File: config.mk
export PLATFORM = sky130hd
export DESIGN_NAME = bit_serializer
export DESIGN_NICKNAME = d
export VERILOG_FILES = /design/src/rtl/bit_serializer_pkg.sv /design/src/rtl/word_hold_buf.sv /design/src/rtl/bit_serializer.sv
export SDC_FILE = /design/constraint.sdc
export NUM_CORES = 1
export LEC_CHECK = 0
export BUFFER_PORTS_ARGS = -buffer_cell sky130_fd_sc_hd__buf_2
export CORE_ASPECT_RATIO = 1.2
export CORE_UTILIZATION = 54
export DETAILED_ROUTE_END_ITERATION = 6
export PLACE_DENSITY = 0.76
export REMOVE_ABC_BUFFERS = 1
export SLEW_MARGIN = 20
export SYNTH_ARGS = -nofsm -noshare
export SYNTH_HDL_FRONTEND = slang
export SYNTH_SLANG_ARGS = --single-unit
File: constraint.sdc
create_clock -name clk -period 1.7 [get_ports clk]
set_input_delay 0.34 -clock clk [delete_from_list [all_inputs] [get_ports clk]]
set_output_delay 0.34 -clock clk [all_outputs]
set_load 0.1 [all_outputs]
File: src/rtl/bit_serializer_pkg.sv
// Shared definitions for the bit serializer.
//   state_e   : FSM state encoding (idle / shifting)
//   cnt_width : width of the remaining-bit counter for a given word width
package bit_serializer_pkg;

    typedef enum logic {
        StIdle  = 1'b0,
        StShift = 1'b1
    } state_e;

    // Counter holds WIDTH-1 down to 0; never narrower than one bit.
    function automatic int unsigned cnt_width(input int unsigned width);
        return (width <= 2) ? 1 : $clog2(width);
    endfunction

endpackage

File: src/rtl/word_hold_buf.sv
// One-word hold buffer with a full flag.
//   clk, rst : clock, synchronous active-high reset
//   wr, wdata: write strobe and word; sets full
//   rd       : read strobe; clears full (write wins if both asserted)
//   rdata    : stored word
//   full     : buffer holds a word
module word_hold_buf #(
    parameter int unsigned WIDTH = 8
) (
    input  logic             clk,
    input  logic             rst,
    input  logic             wr,
    input  logic [WIDTH-1:0] wdata,
    input  logic             rd,
    output logic [WIDTH-1:0] rdata,
    output logic             full
);

    logic [WIDTH-1:0] data_q;
    logic             full_q;

    always_ff @(posedge clk) begin
        if (rst) begin
            data_q <= '0;
            full_q <= 1'b0;
        end else begin
            if (wr) begin
                data_q <= wdata;
                full_q <= 1'b1;
            end else if (rd) begin
                full_q <= 1'b0;
            end
        end
    end

    assign rdata = data_q;
    assign full  = full_q;

endmodule

File: src/rtl/bit_serializer.sv
// Parallel-to-serial front end: accepts WIDTH-bit words on a valid/ready
// handshake and emits one bit per clock. A one-word hold buffer lets
// consecutive words stream without bubble cycles.
//   clk, rst   : clock, synchronous active-high reset
//   in_data    : parallel word, sampled only on an accept edge
//   in_valid   : in_data valid
//   in_ready   : a word can be accepted (hold buffer empty)
//   dout       : serial bit
//   dout_valid : dout carries a word bit
//   last_bit   : dout is the final bit of its word
//   busy       : shifting or hold buffer occupied
module bit_serializer
    import bit_serializer_pkg::*;
#(
    parameter int unsigned WIDTH     = 8,
    parameter bit          MSB_FIRST = 1'b1
) (
    input  logic             clk,
    input  logic             rst,
    input  logic [WIDTH-1:0] in_data,
    input  logic             in_valid,
    output logic             in_ready,
    output logic             dout,
    output logic             dout_valid,
    output logic             last_bit,
    output logic             busy
);

    localparam int unsigned     CntW   = cnt_width(WIDTH);
    localparam logic [CntW-1:0] CntMax = CntW'(WIDTH - 1);

    state_e           state_q, state_d;
    logic [CntW-1:0]  cnt_q, cnt_d;
    logic [WIDTH-1:0] sreg_q, sreg_d;
    logic             last_q, last_d;
    logic             busy_q, busy_d;

    logic             accept;
    logic             hwr, hrd, hfull, hfull_next;
    logic [WIDTH-1:0] hdata;
    logic [WIDTH-1:0] shifted;

    word_hold_buf #(
        .WIDTH (WIDTH)
    ) u_hold (
        .clk   (clk),
        .rst   (rst),
        .wr    (hwr),
        .wdata (in_data),
        .rd    (hrd),
        .rdata (hdata),
        .full  (hfull)
    );

    assign accept = in_valid & ~hfull;

    // Shift toward the output end, zero-filling behind.
    always_comb begin
        if (MSB_FIRST) begin
            shifted = {sreg_q[WIDTH-2:0], 1'b0};
        end else begin
            shifted = {1'b0, sreg_q[WIDTH-1:1]};
        end
    end

    always_comb begin
        state_d = state_q;
        cnt_d   = cnt_q;
        sreg_d  = sreg_q;
        hwr     = 1'b0;
        hrd     = 1'b0;

        unique case (state_q)
            StIdle: begin
                if (accept) begin
                    sreg_d  = in_data;
                    cnt_d   = CntMax;
                    state_d = StShift;
                end
            end
            StShift: begin
                if (cnt_q != '0) begin
                    sreg_d = shifted;
                    cnt_d  = cnt_q - CntW'(1);
                    hwr    = accept;
                end else if (hfull) begin
                    // Buffered word follows the last bit directly.
                    sreg_d = hdata;
                    cnt_d  = CntMax;
                    hrd    = 1'b1;
                end else if (accept) begin
                    // Bypass: incoming word goes straight to the shifter.
                    sreg_d = in_data;
                    cnt_d  = CntMax;
                end else begin
                    // Clearing sreg keeps dout low while idle.
                    sreg_d  = '0;
                    state_d = StIdle;
                end
            end
            default: begin
                state_d = StIdle;
            end
        endcase
    end

    assign hfull_next = hwr | (hfull & ~hrd);
    assign last_d     = (state_d == StShift) && (cnt_d == '0);
    assign busy_d     = (state_d == StShift) | hfull_next;

    always_ff @(posedge clk) begin
        if (rst) begin
            state_q <= StIdle;
            cnt_q   <= '0;
            sreg_q  <= '0;
            last_q  <= 1'b0;
            busy_q  <= 1'b0;
        end else begin
            state_q <= state_d;
            cnt_q   <= cnt_d;
            sreg_q  <= sreg_d;
            last_q  <= last_d;
            busy_q  <= busy_d;
        end
    end

    assign dout       = MSB_FIRST ? sreg_q[WIDTH-1] : sreg_q[0];
    assign dout_valid = (state_q == StShift);
    assign last_bit   = last_q;
    assign busy       = busy_q;
    assign in_ready   = ~hfull;

endmodule

==> out/results.md, run 1 <==
## Yosys
- sky130_fd_sc_hd__nand2_1 — most frequent cell after synthesis
- 0.165 — share of the synthesized area in compound gates (AO/OA/AOI/OAI)
- 1040 um^2 — combined area of all synthesized cells
- simple AND/OR/NAND/NOR gates — combinational family with the most area after synthesis
- 128 — post-synthesis cell count
- 0.443 — post-synthesis sequential area ratio
- 0 — XOR/XNOR share of the synthesized area
- sky130_fd_sc_hd__dfxtp_1 (44%), sky130_fd_sc_hd__nand2_1 (11%), sky130_fd_sc_hd__nand3_1 (7.7%) — top cells by area in the synthesized netlist
- sky130_fd_sc_hd__nand2_1 (31), sky130_fd_sc_hd__dfxtp_1 (23), sky130_fd_sc_hd__nand3_1 (16) — most frequent cells after synthesis
- sky130_fd_sc_hd__dfxtp_1 — dominant synthesized flop cell
- 28 — unique cell type count in the Yosys netlist
- 0.295 — area fraction in and, or, nand and nor cells after synthesis
- 0 — proportion of register bits with asynchronous set or reset after synthesis
- 0 — Syn. warnings
- 0.0241 — arithmetic-cell share of the synthesized area counting full adders, half adders and majority gates
- 0.443 — share of Yosys cell area claimed by the top area cell type
- sky130_fd_sc_hd__dfxtp_1 — largest area contributor in the netlist
- 8.11 um^2 — Mean Syn Cell Area
- 0 — Post-synth EDFFs
- 23 — post-synthesis register bit count
- 0.00964 — multiplexer share of the synthesized area

## Power
- 0.444 nW — leakage power figure
- 1.16 mW — post-layout total power
- 0.611 mV — VDD IR-drop max
- 995 nW/um^2 — power per unit of standard cell area

## Setup path
- reg -> out — kind of critical path
- 11 — Max FO, Critical Path
- primary output — element type at the critical path end
- flop — startpoint types
- dout_valid — origin of the worst setup path
- sky130_fd_sc_hd__dfxtp_1 — critical-path cell with the highest stage delay
- 1.36 ns — worst endpoint required time
- clkbuf_4 — ordered cell list for the critical path
- 1 — WP buf/inv
- 0.56 ns — longest individual stage delay on the worst path
- flip-flops — gate family responsible for the most delay along the worst path
- 1.29 ns — signal arrival time at the worst endpoint
- cnt_q[0] — Worst R2R Start

## Global routing
- 913 — number of global-route vias before repair
- 3.75 mm — global-route wire length before repair
- 23 — pin count of the biggest net entering global routing
- 0 — number of antenna violations at the first check in global routing
- 0 — global route total overflow
- 0.232 — Total Routing Usage GR

## Layout
- 163 — fin cells
- 158 — post-layout net count
- 12.7% — Area growth syn-to-layout
- 0 — number of antenna cells inserted
- 513 um^2 — area used by multi-input combinational logic
- 0.188 — fraction of layout instances using a drive strength above 1
- 177 — Filler cells
- 1170 um^2 — final design area excluding fillers
- 460 um^2 — footprint of the flip-flops and latches

## Die
- 17 — placement row count
- 42.0 um — die span in x
- 50.0 um — die span in y
- 2100 um^2 — die area
- 16 — count of pins on the block boundary
- 1830 um^2 — Floorplan Core Area
- 0.568 — initial core utilization

## STA
- 0.0750 ns — setup ws final
- 0 — Max Slew Vio Count
- no — unrepaired setup endpoints after global routing
- 0.00650 ns — Post-Route Skew
- 0.276 ns — worst hold slack across all endpoints
- 0.956 — Period Utilization, post-route
- 615 MHz — maximum frequency from static timing analysis
- 0.483 ns — transition time of the tightest slew-check pin
- 1.63 ns — Final Critical Period
- 0 — final hold viol count
- 0 — final setup fails
- 0.680 — Slew Limit Headroom

## Place
- 0.775 — final weighted congestion in routability-driven placement
- 15 — PortBufs
- 1140 um^2 — area after detailed placement
- 1.50 mm — DPL Wire Length
- 159 — instance count after placement with tap cells included
- 0.152 ns — worst slack, placed

## Worst hold path
- in_data[0] — hold_sp
- in -> reg — kind of path behind the tightest hold check

## Clock network
- 0.31 ns — worst skew pair latency
- 0 — number of buffers inserted to repair setup after CTS
- 2 — maximum number of buffers from clock root to sink
- sky130_fd_sc_hd__clkbuf_4 — master cell of the clock root buffer
- 1 — H-tree Lvls
- 0.12 ns — clock transition at the registers of the reported paths
- built — clock tree from TritonCTS
- 3 — Num CTS Buffers
- 23 — count of clock tree sinks

## Routing
- 950 — routed vias
- 13.2 um — post-DR wirelength/cell
- 2.15 mm — final wirelength
- 0 — DRC violation count after routing
- 20 — initial DRC count
- 5.83 — vias per inst
- 0 — Antenna Nets Post-Route
- 4 — first drt pass iteration count

## Status
- complete, no violations — status

## Job
- 0 — count of max-cap constraint violations

==> final timing paths <==
kind,endpoint,slack [ns],depth (start not counted)
max reg2reg,last_bit,0.13,6
min,u_hold.rdata[0],0.28,3
max,dout_valid,0.07,1
min reg2reg,u_hold.rdata[4],0.47,2
==> through the flow <==
| stage | setup TNS [ns] | utilization |
|---|---|---|
| after detailed placement | 0 | 0.624 |
| after CTS | 0 | 0.638 |
| after global placement | 0 | 0.624 |
| after global routing | 0 | 0.640 |
| after floorplan | -4.80 | - |
| final | 0 | 0.640 |
==> metal layers <==
metal	vias up	routed length (um)	track usage
met5	-	0	0
met1	447	919	0.255
met3	4	81	0.0330
met2	26	1120	0.435
li1	473	-	-
met4	0	25	0.0990
==> state kept, by name (all words and copies together) (netlist names) <==
register and count:
sreg_q 8, dout_valid 1, busy 1, last_bit 1, u_hold.rdata 8, u_hold.full 1, cnt_q 3
==> final cells by class <==
cell class,count,area share
Multi-Input combinational cell,92,0.439
Timing Repair Buffer,20,0.109
Clock buffer,4,0.0225
Sequential cell,23,0.394
Tap cell,19,0.0203
Inverter,5,0.0160
==> cell families after synthesis <==
group           count (synthesis)
simple gates                   64
fa+ha+maj                       2
flops                          23
compound gates                 25
mux                             1
buf+inv                        13
==> what timing repair did <==
action | 4_1_cts | 5_1_grt
endpoints found under the hold margin | 0 | 0
resized for setup | 0 | 1
endpoints found under the setup margin | 0 | 1
hold buffers | 0 | 0
==> layout by cell type, fill, tap and decap left out <==
cell type and count:
sky130_fd_sc_hd__clkbuf_1 1, sky130_fd_sc_hd__inv_1 5, sky130_fd_sc_hd__nor2_1 7, sky130_fd_sc_hd__dfxtp_1 23, sky130_fd_sc_hd__a41oi_1 7, sky130_fd_sc_hd__buf_4 4
sky130_fd_sc_hd__and2_0 1, sky130_fd_sc_hd__nand2_1 31, sky130_fd_sc_hd__nand3_1 16, sky130_fd_sc_hd__mux2i_1 1, sky130_fd_sc_hd__nor2b_1 3, sky130_fd_sc_hd__a22oi_1 1
sky130_fd_sc_hd__nand3_2 1, sky130_fd_sc_hd__o21ai_0 1, sky130_fd_sc_hd__o21a_1 1, sky130_fd_sc_hd__clkbuf_4 4, sky130_fd_sc_hd__a21oi_1 10, sky130_fd_sc_hd__nor3_1 2
sky130_fd_sc_hd__o22ai_1 1, sky130_fd_sc_hd__ha_1 2, sky130_fd_sc_hd__nand2b_4 1, sky130_fd_sc_hd__buf_12 1, sky130_fd_sc_hd__a2bb2oi_1 1, sky130_fd_sc_hd__o31a_1 1
sky130_fd_sc_hd__buf_2 14, sky130_fd_sc_hd__o2bb2ai_1 1, sky130_fd_sc_hd__nor4b_2 1, sky130_fd_sc_hd__o21bai_1 1, sky130_fd_sc_hd__nor3_2 1
==> report_power, final <==
part           switching [mW]  internal [mW]
clock                   0.160         0.0916
combinational           0.201          0.104
sequential             0.0293          0.580
Power figures use the tool's default switching activity.
==> run 2: changes to the inputs <==
CORE_UTILIZATION = 58   (was 54)
PLACE_DENSITY = 0.81   (was 0.76)
clock period = 1.9 ns   (was 1.7 ns; I/O delays follow)
==> out/results.md, run 2 (synthesized netlist as in run 1, its figures left out) <==
## Status
- complete, no violations — status, unchanged

## Setup path
- reg -> out — kind of critical path, unchanged
- 6 — number of cells on the worst reg-to-reg path, unchanged
- buf_2 — ordered cell list for the critical path, was clkbuf_4
- primary output — element type at the critical path end, unchanged
- 0.54 ns — longest individual stage delay on the worst path, was 0.56 ns
- sky130_fd_sc_hd__dfxtp_1 — critical-path cell with the highest stage delay, unchanged
- flop — startpoint types, unchanged
- 1.35 ns — signal arrival time at the worst endpoint, was 1.29 ns
- flip-flops — gate family responsible for the most delay along the worst path, unchanged
- 11 — Max FO, Critical Path, unchanged
- 1.52 ns — worst endpoint required time, was 1.36 ns
- 1 — depth of the critical timing path with buffers and inverters included, unchanged
- 1 — WP buf/inv, unchanged

## Place
- 1.41 mm — DPL Wire Length, was 1.50 mm
- 0.194 ns — worst slack, placed, was 0.152 ns
- 1110 um^2 — area after detailed placement, was 1140 um^2
- 0.805 — final weighted congestion in routability-driven placement, was 0.775
- 15 — PortBufs, unchanged

## STA
- 0.909 — Period Utilization, post-route
- no — unrepaired setup endpoints after global routing, unchanged
- 0 — final hold viol count, unchanged
- 1.73 ns — Final Critical Period
- 0 — Max Slew Vio Count, unchanged
- 0.601 ns — transition time of the tightest slew-check pin, was 0.483 ns
- 0.598 — Slew Limit Headroom, was 0.680
- 0 — final setup fails, unchanged
- 0.00992 ns — Post-Route Skew, was 0.00650 ns
- 579 MHz — maximum frequency from static timing analysis
- 0.173 ns — setup ws final, was 0.0750 ns

## Power
- 0.429 nW — leakage power figure, was 0.444 nW
- 900 nW/um^2 — power per unit of standard cell area, was 995 nW/um^2
- 0.475 mV — VDD IR-drop max, was 0.611 mV

## Clock network
- 0 — number of buffers inserted to repair setup after CTS, unchanged
- sky130_fd_sc_hd__clkbuf_4 — master cell of the clock root buffer, unchanged
- 0.31 ns — worst skew pair latency, about the same
- 0.13 ns — clock transition at the registers of the reported paths, was 0.12 ns
- 3 — Num CTS Buffers, unchanged
- 1 — H-tree Lvls, unchanged
- 2 — maximum number of buffers from clock root to sink, unchanged
- 0 — hold buffers post-CTS, unchanged
- 0 — cells resized by post-CTS repair, unchanged
- 23 — count of clock tree sinks, unchanged
- built — clock tree from TritonCTS, unchanged

## Routing
- 12.8 um — post-DR wirelength/cell, was 13.2 um
- 0 — DRC violation count after routing, unchanged
- met4 — highest layer used for signal routing, unchanged
- 5.72 — vias per inst, was 5.83
- 4 — first drt pass iteration count, unchanged
- 2.05 mm — final wirelength, was 2.15 mm
- 942 um — Met1 Routed Length, was 919 um
- 63 um — routed length on met3, was 81 um
- 36 — initial DRC count, was 20
- 915 — routed vias, was 950
- 0 — Antenna Nets Post-Route, unchanged
- 988 um — amount of wire on met2 after detailed routing, was 1.12 mm

## Die
- 48.4 um — die span in y, was 50.0 um
- 16 — placement row count, was 17
- 16 — count of pins on the block boundary, unchanged
- 0.625 — initial core utilization, was 0.568
- 1660 um^2 — Floorplan Core Area, was 1830 um^2
- 40.6 um — die span in x, was 42.0 um
- 1960 um^2 — die area, was 2100 um^2

## Job
- 0 — count of max-cap constraint violations, unchanged

## Layout
- sky130_fd_sc_hd__nand2_1 — leading cell type in the layout, fill and taps excluded, unchanged
- 0.176 — fraction of layout instances using a drive strength above 1, was 0.188
- 1140 um^2 — final design area excluding fillers, was 1170 um^2
- 9.64% — Area growth syn-to-layout, was 12.7%
- 156 — post-layout net count, was 158
- 0 — number of antenna cells inserted, unchanged
- sky130_fd_sc_hd__nand2_1 (31), sky130_fd_sc_hd__dfxtp_1 (23), sky130_fd_sc_hd__nand3_1 (16), sky130_fd_sc_hd__buf_2 (15), sky130_fd_sc_hd__a21oi_1 (10) — commonest non-fill, non-tap cells in the layout, was sky130_fd_sc_hd__nand2_1 (31), sky130_fd_sc_hd__dfxtp_1 (23), sky130_fd_sc_hd__nand3_1 (16), sky130_fd_sc_hd__buf_2 (14), sky130_fd_sc_hd__a21oi_1 (10)

## Global routing
- 3.37 mm — global-route wire length before repair, was 3.75 mm
- 23 — pin count of the biggest net entering global routing, unchanged
- 0 — number of antenna violations at the first check in global routing, unchanged
- 0 — global route total overflow, unchanged
- 835 — number of global-route vias before repair, was 913
- 0.239 — Total Routing Usage GR, was 0.232

## Worst hold path
- 3 — Hold Crit Depth, unchanged
- in -> reg — kind of path behind the tightest hold check, unchanged

[run 2: worst paths after layout]
| kind | startpoint | to | slack (ns) |
|---|---|---|---|
| setup / recovery | dout_valid | dout_valid | 0.17 |
| hold / removal | in_data[7] | u_hold.rdata[7] | 0.32 |
| hold reg to reg | u_hold.rdata[3] | u_hold.rdata[3] | 0.47 |
| setup reg to reg | cnt_q[0] | sreg_q[1] | 0.31 |
[run 2: report_power, final]
part / total, mW / switching, mW / internal, mW
clock: 0.221 / 0.139 / 0.0818
sequential: 0.544 / 0.0255 / 0.519
combinational: 0.259 / 0.176 / 0.0832
total: 1.02 / 0.341 / 0.684
[run 2: per-layer routing]
| layer | up-vias | GRT usage |
|---|---|---|
| li1 | 468 | - |
| met1 | 411 | 0.307 |
| met2 | 28 | 0.370 |
| met3 | 8 | 0.0459 |
| met4 | 0 | 0.106 |
| met5 | - | 0 |
[run 2: cell type report]
type                            count  area [um^2]
Tap cell                           18         22.5
Sequential cell                    23          460
Timing Repair Buffer               18         97.6
Multi-Input combinational cell     92          513
Inverter                            5         18.8
Clock buffer                        4         26.3
Fill cell                         144          523
[run 2: per-stage QoR]
stage	cells	util	power (mW)	hold slack, ns	TNS [ns]
floorplan	120	-	0.744	0.431	-1.40
detailed placement	156	0.669	0.814	0.451	0
finish	160	0.685	1.02	0.323	0
global placement	156	0.669	0.807	0.444	0
CTS	160	0.685	1.03	0.318	0
global route	160	0.685	1.09	0.311	0
[run 2: worst reg2reg max path: stages (launching register included)]
cell,delay [ns]
sky130_fd_sc_hd__dfxtp_1,0.34
sky130_fd_sc_hd__inv_1,0.08
sky130_fd_sc_hd__ha_1,0.23
sky130_fd_sc_hd__nand2b_4,0.11
sky130_fd_sc_hd__nor3_2,0.42
sky130_fd_sc_hd__nand2_1,0.11
sky130_fd_sc_hd__a41oi_1,0.22
==> run 3: changes to the inputs <==
BUFFER_PORTS_ARGS = not set   (was -buffer_cell sky130_fd_sc_hd__buf_2)
CORE_UTILIZATION = 63   (was 58)
DONT_BUFFER_PORTS = 1   (was not set)
PLACE_DENSITY = 0.79   (was 0.81)
==> out/results.md, run 3 (synthesized netlist as in run 1, its figures left out) <==
## Layout
- 1100 um^2 — final design area excluding fillers, was 1140 um^2
- sky130_fd_sc_hd__nand2_1 (31), sky130_fd_sc_hd__dfxtp_1 (23), sky130_fd_sc_hd__nand3_1 (16), sky130_fd_sc_hd__a21oi_1 (10), sky130_fd_sc_hd__buf_4 (8) — commonest non-fill, non-tap cells in the layout, was sky130_fd_sc_hd__nand2_1 (31), sky130_fd_sc_hd__dfxtp_1 (23), sky130_fd_sc_hd__nand3_1 (16), sky130_fd_sc_hd__buf_2 (15), sky130_fd_sc_hd__a21oi_1 (10)
- 6.27% — Area growth syn-to-layout, was 9.64%
- 0 — number of antenna cells inserted, unchanged
- 513 um^2 — area used by multi-input combinational logic, unchanged
- 0.121 — fraction of layout instances using a drive strength above 1, was 0.176
- 146 — post-layout net count, was 156
- 121 — Filler cells, was 144
- 460 um^2 — footprint of the flip-flops and latches, unchanged
- sky130_fd_sc_hd__nand2_1 — leading cell type in the layout, fill and taps excluded, unchanged

## Clock network
- 0 — hold buffers post-CTS, unchanged
- 1 — H-tree Lvls, unchanged
- 0 — cells resized by post-CTS repair, unchanged
- 0.14 ns — clock transition at the registers of the reported paths, was 0.13 ns
- built — clock tree from TritonCTS, unchanged
- 2 — maximum number of buffers from clock root to sink, unchanged
- sky130_fd_sc_hd__clkbuf_4 — master cell of the clock root buffer, unchanged
- 0.33 ns — worst skew pair latency, was 0.31 ns
- 0 — number of buffers inserted to repair setup after CTS, unchanged
- 3 — Num CTS Buffers, unchanged
- 23 — count of clock tree sinks, unchanged

## Routing
- 0 — Antenna Nets Post-Route, unchanged
- 5.87 — vias per inst, was 5.72
- met4 — highest layer used for signal routing, unchanged
- 854 um — Met1 Routed Length, was 942 um
- 1.99 mm — final wirelength, was 2.05 mm
- 13.4 um — post-DR wirelength/cell, was 12.8 um
- 4 — first drt pass iteration count, unchanged
- 994 um — amount of wire on met2 after detailed routing, was 988 um
- 24 — initial DRC count, was 36
- 874 — routed vias, was 915
- 102 um — routed length on met3, was 63 um
- 0 — DRC violation count after routing, unchanged

## Die
- 46.5 um — die span in y, was 48.4 um
- 15 — placement row count, was 16
- 16 — count of pins on the block boundary, unchanged
- 1480 um^2 — Floorplan Core Area, was 1660 um^2
- 0.700 — initial core utilization, was 0.625
- 1820 um^2 — die area, was 1960 um^2
- 39.1 um — die span in x, was 40.6 um

## STA
- 1.60 ns — Final Critical Period, was 1.73 ns
- 0.605 — Slew Limit Headroom, was 0.598
- 627 MHz — maximum frequency from static timing analysis, was 579 MHz
- 0.840 — Period Utilization, post-route, was 0.909
- 0 — final hold viol count, unchanged
- no — unrepaired setup endpoints after global routing, unchanged
- 0.0100 ns — Post-Route Skew, was 0.00992 ns
- 0 ns — setup TNS, unchanged
- 0 — Max Slew Vio Count, unchanged
- 0 — final setup fails, unchanged
- 0.590 ns — transition time of the tightest slew-check pin, was 0.601 ns

## Power
- 0.339 — fraction of power spent switching nets, was 0.333
- 0.348 mW — power dissipated by switching net loads, was 0.341 mW
- 0.617 mV — VDD IR-drop max, was 0.475 mV
- 0.242 — power share of the combinational group, was 0.253
- 0.391 nW — leakage power figure, was 0.429 nW
- 1.03 mW — post-layout total power, was 1.02 mW
- 0.681 mW — P_int, was 0.684 mW
- 0.527 — part of the power in registers, was 0.531
- 932 nW/um^2 — power per unit of standard cell area, was 900 nW/um^2
- 0.232 — clock share of power, was 0.215

## Worst hold path
- in -> reg — kind of path behind the tightest hold check, unchanged

## Setup path
- reg -> reg — kind of critical path, was reg -> out
- 1.85 ns — signal arrival time at the worst endpoint, was 1.35 ns
- flop — element type at the critical path end, was primary output
- 8 — Max FO, Critical Path, was 11
- 2.15 ns — worst endpoint required time, was 1.52 ns
- flop — startpoint types, unchanged
- 0.30 ns — register-to-register path setup slack, was 0.31 ns

## Global routing
- 0 — global route total overflow, unchanged
- 791 — number of global-route vias before repair, was 835
- 3.20 mm — global-route wire length before repair, was 3.37 mm
- 0 — number of antenna violations at the first check in global routing, unchanged
- 0.254 — Total Routing Usage GR, was 0.239
- 23 — pin count of the biggest net entering global routing, unchanged

## Place
- 0.822 — final weighted congestion in routability-driven placement, was 0.805
- 0 — PortBufs, was 15
- 1070 um^2 — area after detailed placement, was 1110 um^2
- 1.41 mm — DPL Wire Length, about the same

## Status
- complete, no violations — status, unchanged

## Job
- 0 — count of max-cap constraint violations, unchanged

[run 3: cell count changes in the layout (fill, tap and decap cells not counted), sizes merged]
| cell | before | now |
|---|---|---|
| buf | 18 | 8 |
| clkinvlp | 0 | 1 |
| clkbuf | 4 | 3 |
[run 3: area by class of cell]
| type | count | share of cell area |
|---|---|---|
| multi-input combinational | 92 | 0.465 |
| sequential | 23 | 0.417 |
| timing repair buffer | 8 | 0.0544 |
| clock buffer | 3 | 0.0204 |
| tap | 17 | 0.0193 |
| inverter | 5 | 0.0170 |
| clock inverter | 1 | 0.00680 |
[run 3: power by group through the flow]
stage / registers, mW / clock network, mW / logic, mW
2_1_floorplan: 0.597 / 0 / 0.146
3_3_place_gp: 0.551 / 0 / 0.243
3_5_place_dp: 0.552 / 0 / 0.249
4_1_cts: 0.542 / 0.232 / 0.250
5_1_grt: 0.547 / 0.253 / 0.269
6_report: 0.542 / 0.238 / 0.249
[run 3: critical path: stages, from the launching register on]
cell and delay, ns:
sky130_fd_sc_hd__dfxtp_1 0.35, sky130_fd_sc_hd__inv_1 0.09, sky130_fd_sc_hd__ha_1 0.24, sky130_fd_sc_hd__nand2b_4 0.11, sky130_fd_sc_hd__o21a_1 0.21, sky130_fd_sc_hd__o31a_1 0.27, sky130_fd_sc_hd__nor4b_2 0.24
[run 3: stage by stage]
stage               utilization  hold slack (ns)  std cells  worst slack (ns)
finish                    0.744           0.0998        149             0.305
global route              0.744           0.0937        149             0.116
CTS                       0.744            0.108        149             0.300
detailed placement        0.724            0.441        145             0.321
global placement          0.724            0.436        145             0.339
floorplan                     -            0.431        120            -0.219
[run 3: worst paths after layout]
path,from,depth (start not counted),endpoint
worst max-delay path,cnt_q[0],6,last_bit
worst min register to register,u_hold.rdata[6],2,u_hold.rdata[6]
worst max register to register,cnt_q[0],6,last_bit
worst min-delay path,rst,1,u_hold.rdata[4]
[run 3: routing by layer]
layer,global-route usage,vias to the layer above
li1,-,448
met1,0.314,396
met2,0.427,24
met3,0.0386,6
met4,0.117,0
met5,0,-
